$ cat src/rtl/stdio_pkg.sv
// stdio_pkg: shared types and constants for the stdio stream arbiter.
//   owner_e  : current stream owner; the encoding doubles as the one-hot grant
//   STDIO_W  : stream data width
//   other_src: returns the competing requester for a given owner
package stdio_pkg;

    localparam int STDIO_W = 16;

    typedef enum logic [1:0] {
        OWN_NONE = 2'b00,
        OWN_SRC0 = 2'b01,
        OWN_SRC1 = 2'b10
    } owner_e;

    function automatic owner_e other_src(input owner_e o);
        owner_e r;
        case (o)
            OWN_SRC0: r = OWN_SRC1;
            OWN_SRC1: r = OWN_SRC0;
            default:  r = OWN_NONE;
        endcase
        return r;
    endfunction

endpackage

$ cat src/rtl/stdio_reg.sv
// stdio_reg: one-entry registered output stage of the stdio stream.
//   clk_i, rst_ni : clock, asynchronous active-low reset
//   load_i        : a new beat is accepted into the stage this cycle
//   data_i        : beat data to capture when load_i is high
//   rdy_i         : downstream ready
//   ld_o          : stage can take a beat this cycle (empty or draining)
//   val_o, data_o : registered output beat
module stdio_reg
    import stdio_pkg::*;
(
    input  logic               clk_i,
    input  logic               rst_ni,
    input  logic               load_i,
    input  logic [STDIO_W-1:0] data_i,
    input  logic               rdy_i,
    output logic               ld_o,
    output logic               val_o,
    output logic [STDIO_W-1:0] data_o
);

    logic               val_q;
    logic [STDIO_W-1:0] data_q;

    // Accept-and-drain in the same cycle is allowed, so ld also follows rdy.
    assign ld_o   = !val_q || rdy_i;
    assign val_o  = val_q;
    assign data_o = data_q;

    // Output beat register; data holds while stalled or when nothing is loaded.
    always_ff @(posedge clk_i or negedge rst_ni) begin
        if (!rst_ni) begin
            val_q  <= 1'b0;
            data_q <= {STDIO_W{1'b0}};
        end else if (ld_o) begin
            val_q <= load_i;
            if (load_i) begin
                data_q <= data_i;
            end else begin
                data_q <= data_q;
            end
        end else begin
            val_q  <= val_q;
            data_q <= data_q;
        end
    end

endmodule

$ cat src/rtl/stdio_arb.sv
// stdio_arb: two-source stream arbiter with burst limit onto one output stream.
//   clk_i, rst_ni       : clock, asynchronous active-low reset
//   src0_* / src1_*     : requester streams (val/data in, rdy out)
//   stdout_*            : shared output stream (val/data out, rdy in)
//   grant_o             : one-hot registered owner (bit0 src0, bit1 src1)
//   busy_o              : output beat pending or an owner is held
module stdio_arb
    import stdio_pkg::*;
#(
    parameter int BURST_MAX = 4
) (
    input  logic               clk_i,
    input  logic               rst_ni,
    input  logic               src0_val_i,
    output logic               src0_rdy_o,
    input  logic [STDIO_W-1:0] src0_data_i,
    input  logic               src1_val_i,
    output logic               src1_rdy_o,
    input  logic [STDIO_W-1:0] src1_data_i,
    output logic               stdout_val_o,
    input  logic               stdout_rdy_i,
    output logic [STDIO_W-1:0] stdout_data_o,
    output logic [1:0]         grant_o,
    output logic               busy_o
);

    localparam int             CW      = $clog2(BURST_MAX + 1);
    localparam logic [CW-1:0]  CNT_MAX = CW'(BURST_MAX);
    localparam logic [CW-1:0]  CNT_ONE = CW'(1);

    owner_e             owner_q;
    owner_e             last_q;
    logic [CW-1:0]      cnt_q;
    owner_e             sel_s;
    logic               ld_s;
    logic               accept_s;
    logic [STDIO_W-1:0] sel_data_s;

    // Source selection: alternate on ties from idle, hold the owner until its
    // burst budget is spent while the other source is waiting.
    always_comb begin
        sel_s = OWN_NONE;
        case (owner_q)
            OWN_SRC0: begin
                if (src0_val_i && (cnt_q < CNT_MAX || !src1_val_i)) begin
                    sel_s = OWN_SRC0;
                end else if (src1_val_i) begin
                    sel_s = OWN_SRC1;
                end else begin
                    sel_s = OWN_NONE;
                end
            end
            OWN_SRC1: begin
                if (src1_val_i && (cnt_q < CNT_MAX || !src0_val_i)) begin
                    sel_s = OWN_SRC1;
                end else if (src0_val_i) begin
                    sel_s = OWN_SRC0;
                end else begin
                    sel_s = OWN_NONE;
                end
            end
            default: begin
                if (src0_val_i && src1_val_i) begin
                    sel_s = other_src(last_q);
                end else if (src0_val_i) begin
                    sel_s = OWN_SRC0;
                end else if (src1_val_i) begin
                    sel_s = OWN_SRC1;
                end else begin
                    sel_s = OWN_NONE;
                end
            end
        endcase
    end

    // sel is only ever a valid source, so a selection while ld is a transfer.
    assign accept_s   = ld_s && (sel_s != OWN_NONE);
    assign sel_data_s = (sel_s == OWN_SRC1) ? src1_data_i : src0_data_i;

    // ld is high in reset (stage empty), so rdy is explicitly masked by rst_ni.
    assign src0_rdy_o = rst_ni && ld_s && (sel_s == OWN_SRC0);
    assign src1_rdy_o = rst_ni && ld_s && (sel_s == OWN_SRC1);

    // Ownership state machine with per-tenure beat counter.
    always_ff @(posedge clk_i or negedge rst_ni) begin
        if (!rst_ni) begin
            owner_q <= OWN_NONE;
            last_q  <= OWN_SRC1;
            cnt_q   <= {CW{1'b0}};
        end else if (accept_s) begin
            owner_q <= sel_s;
            last_q  <= sel_s;
            if (sel_s != owner_q) begin
                cnt_q <= CNT_ONE;
            end else if (cnt_q >= CNT_MAX) begin
                cnt_q <= CNT_MAX;
            end else begin
                cnt_q <= cnt_q + CNT_ONE;
            end
        end else if (ld_s) begin
            owner_q <= OWN_NONE;
            last_q  <= last_q;
            cnt_q   <= {CW{1'b0}};
        end else begin
            owner_q <= owner_q;
            last_q  <= last_q;
            cnt_q   <= cnt_q;
        end
    end

    stdio_reg u_out (
        .clk_i  (clk_i),
        .rst_ni (rst_ni),
        .load_i (accept_s),
        .data_i (sel_data_s),
        .rdy_i  (stdout_rdy_i),
        .ld_o   (ld_s),
        .val_o  (stdout_val_o),
        .data_o (stdout_data_o)
    );

    assign grant_o = owner_q;
    assign busy_o  = stdout_val_o || (owner_q != OWN_NONE);

endmodule

$ cat config.mk
export PLATFORM = sky130hd
export DESIGN_NAME = stdio_arb
export DESIGN_NICKNAME = d
export VERILOG_FILES = /design/src/rtl/stdio_pkg.sv /design/src/rtl/stdio_reg.sv /design/src/rtl/stdio_arb.sv
export SDC_FILE = /design/constraint.sdc
export NUM_CORES = 1
export LEC_CHECK = 0
export ABC_AREA = 1
export BUFFER_PORTS_ARGS = -buffer_cell sky130_fd_sc_hd__buf_2
export CORE_ASPECT_RATIO = 1.1
export CORE_UTILIZATION = 49
export CTS_CLUSTER_DIAMETER = 60
export DETAILED_ROUTE_END_ITERATION = 8
export PLACE_DENSITY = 0.8
export SYNTH_ARGS = -nofsm -noshare
export SYNTH_HDL_FRONTEND = slang
export SYNTH_SLANG_ARGS = --single-unit
$ cat constraint.sdc
create_clock -name clk_i -period 2.6 [get_ports clk_i]
set_input_delay 0.13 -clock clk_i [delete_from_list [all_inputs] [get_ports clk_i]]
set_output_delay 0.13 -clock clk_i [all_outputs]
set_load 0.05 [all_outputs]
==> flow_summary_export.csv <==
group,metric,value,unit
run_status,status,"finished, final reports clean",
logic_synthesis,synth_top_area_share,37.3,%
logic_synthesis,synth_nets,260,
finish,drive_gt1_share,29.7,%
placement,port_buffers,58,
floorplanning,die_h,60.8,um
finish,finalNetCount,326,
finish,final_cell_mix,"nand2_1 (92), buf_2 (58), inv_1 (42), dfrtp_1 (23), nand3_1 (20)",
global_routing,grtUsageMet3,2.35,%
setup_path,critical_path_arrival,2.29,ns
logic_synthesis,synth.distinct_cells,21,
timing,maxSlewViolCount,0,
finish,final_common_cell,"nand2_1",
logic_synthesis,avgSynthCellArea,7.07,um^2
global_routing,antenna_found_initial,0,
clock_tree,ctsResizeCount,0,
routing,avgViaCountPerCell,4.79,
setup_path,start_kind,"flop",
logic_synthesis,ys_warn_count,0,
timing,setup_viol,0,
run,cap_violations,0,
clock_tree,cts.clk_slew.worst_paths,0.15,ns
routing,wl_per_cell,10.6,um
floorplanning,num_rows,20,
global_routing,use_met2,37.0,%
timing,worst_pin_slew,0.312,ns
finish,fill_cells,247,
finish,syn_to_final_growth,26.3,%
global_routing,grt_pass1_vias,1313,
global_routing,grt_pass1_wl,5360,um
global_routing,grt_max_degree,26,
clock_tree,clock_latency,0.33,ns
timing,fin_crit,2.42,ns
floorplanning,pin_count,59,
timing,rsz0062_at_grt,"no",
clock_tree,clkSinkCount,24,
finish,final_util,67.7,%
placement,gp_routability_congestion,0.776,
clock_tree,cts_buffers,3,
floorplanning,die_x,55.5,um
timing,post-route-period-util,92.9,%
global_routing,grt_overflow_total,0,
logic_synthesis,seq_area_frac_synth,39.0,%
clock_tree,clock-root-buffer,"clkbuf_4",
clock_tree,htreeDepth,1,
floorplanning,core-area,0.00288,mm^2
routing,drt_wl_total,3360,um
routing,first_pass_iters,4,
timing,relSlewSlack,79.2,%
global_routing,gr-usage-met1,24.3,%
routing,ant_nets,0,
setup_path,cp_max_fo,14,
finish,antenna_cells,0,
timing,clock_skew,0.0172,ns
logic_synthesis,synth.area.top_cells,"dfrtp_1 (37%), nand2_1 (22%), inv_1 (10%), nand3_1 (6.5%), ha_1 (4.1%)",
floorplanning,start_util,53.6,%
placement,dp_hpwl,2410,um
global_routing,top_usage_layer,"met2",
timing,setup_tns,0,ns
setup_path,crit_type,"flop to output port",
timing,max_freq,414,MHz
clock_tree,cts_buffer_depth,2,
setup_path,crit_path_end_kind,"output port",
floorplanning,fp.dieArea,0.00337,mm^2
routing,drc,0,
clock_tree,cts_tree,"built",
hold_path,hp-class,"input port to flop",
routing,vias,1514,
setup_path,required,2.47,ns
logic_synthesis,synth_top_area_cell,"dfrtp_1",
logic_synthesis,synth_cells,218,
logic_synthesis,synth-seq-cells,24,
timing,hold_violations,0,
routing,drt_iter0_markers,78,
global_routing,grt_usage,20.1,%
logic_synthesis,synth_area,0.00154,mm^2
-- cells in the mapped netlist --
| library cell | count |
|---|---|
| a21oi_1 | 2 |
| a21oi_4 | 1 |
| buf_4 | 1 |
| buf_6 | 3 |
| dfrtp_1 | 23 |
| dfstp_2 | 1 |
| ha_1 | 5 |
| inv_1 | 42 |
| inv_4 | 2 |
| nand2_1 | 92 |
| nand2_2 | 2 |
| nand2_4 | 3 |
| nand2_8 | 1 |
| nand3_1 | 20 |
| nand3_2 | 1 |
| nand3_4 | 1 |
| nor2_1 | 5 |
| nor2_2 | 1 |
| nor2_8 | 1 |
| nor3_1 | 1 |
| o21ai_0 | 10 |
-- critical path: stages (launching register included) --
cell	delay (ns)
dfrtp_1	0.43
inv_1	0.11
ha_1	0.40
nor2_2	0.09
a21oi_4	0.22
nand2_4	0.12
nor2_8	0.14
inv_4	0.10
nor2_2	0.08
buf_2	0.26
-- path summary, 6_finish.rpt --
path	to	start	cells after the start	slack [ns]
worst min-delay path	u_out.data_o[1]	src0_data_i[1]	3	0.02
max in group asynchronous	last_q[1]	rst_ni	3	2.00
min in group asynchronous	u_out.data_o[12]	rst_ni	3	0.29
worst max-delay path	src1_rdy_o	grant_o[0]	9	0.18
worst max register to register	u_out.data_o[4]	grant_o[0]	10	0.56
worst min register to register	u_out.data_o[8]	u_out.data_o[8]	2	0.49
-- cell type report --
type / count / area (um^2) / area share [%]
clock inverters: 1 / 30.0 / 1.54
repair buffers: 65 / 345 / 17.7
multi-input cells: 146 / 736 / 37.8
inverters: 44 / 170 / 8.74
clock buffers: 3 / 22.5 / 1.16
well taps: 33 / 41.3 / 2.12
flip-flops and latches: 24 / 602 / 30.9
-- flip-flops by register name (all words and copies together) (netlist names) --
| register | count |
|---|---|
| u_out.val_o | 1 |
| grant_o | 2 |
| last_q | 2 |
| u_out.data_o | 16 |
| cnt_q | 3 |
-- routing by layer --
layer | wire length, um | share of wire [%]
met1 | 1480 | 44
met2 | 1670 | 50
met3 | 163 | 4.9
met4 | 52 | 1.5
met5 | 0 | 0
-- per-stage QoR --
stage	std cells	worst slack (ns)	hold slack (ns)	instance area (um^2)
floorplan	218	0.103	-0.166	1550
global placement	306	0.479	0.130	1850
detailed placement	306	0.408	0.137	1850
CTS	311	0.0239	0.0295	1910
global route	316	0.0358	0.0163	1950
finish	316	0.183	0.0242	1950
-- logic make-up after synthesis --
| kind of cell | Yosys count | share of synthesized area [%] |
|---|---|---|
| simple gates | 128 | 38.2 |
| buf+inv | 48 | 13.7 |
| flops | 24 | 39.0 |
| compound gates | 13 | 4.95 |
| fa+ha+maj | 5 | 4.06 |
-- repair_timing --
item | 4_1_cts | 5_1_grt
setup endpoints to repair | 0 | 1
hold buffers | 1 | 0
buffers inserted | 0 | 5
hold endpoints to repair | 23 | 0
Power is not shown: default switching activity piles up to over one toggle a cycle in this logic, so the estimate is an artifact.
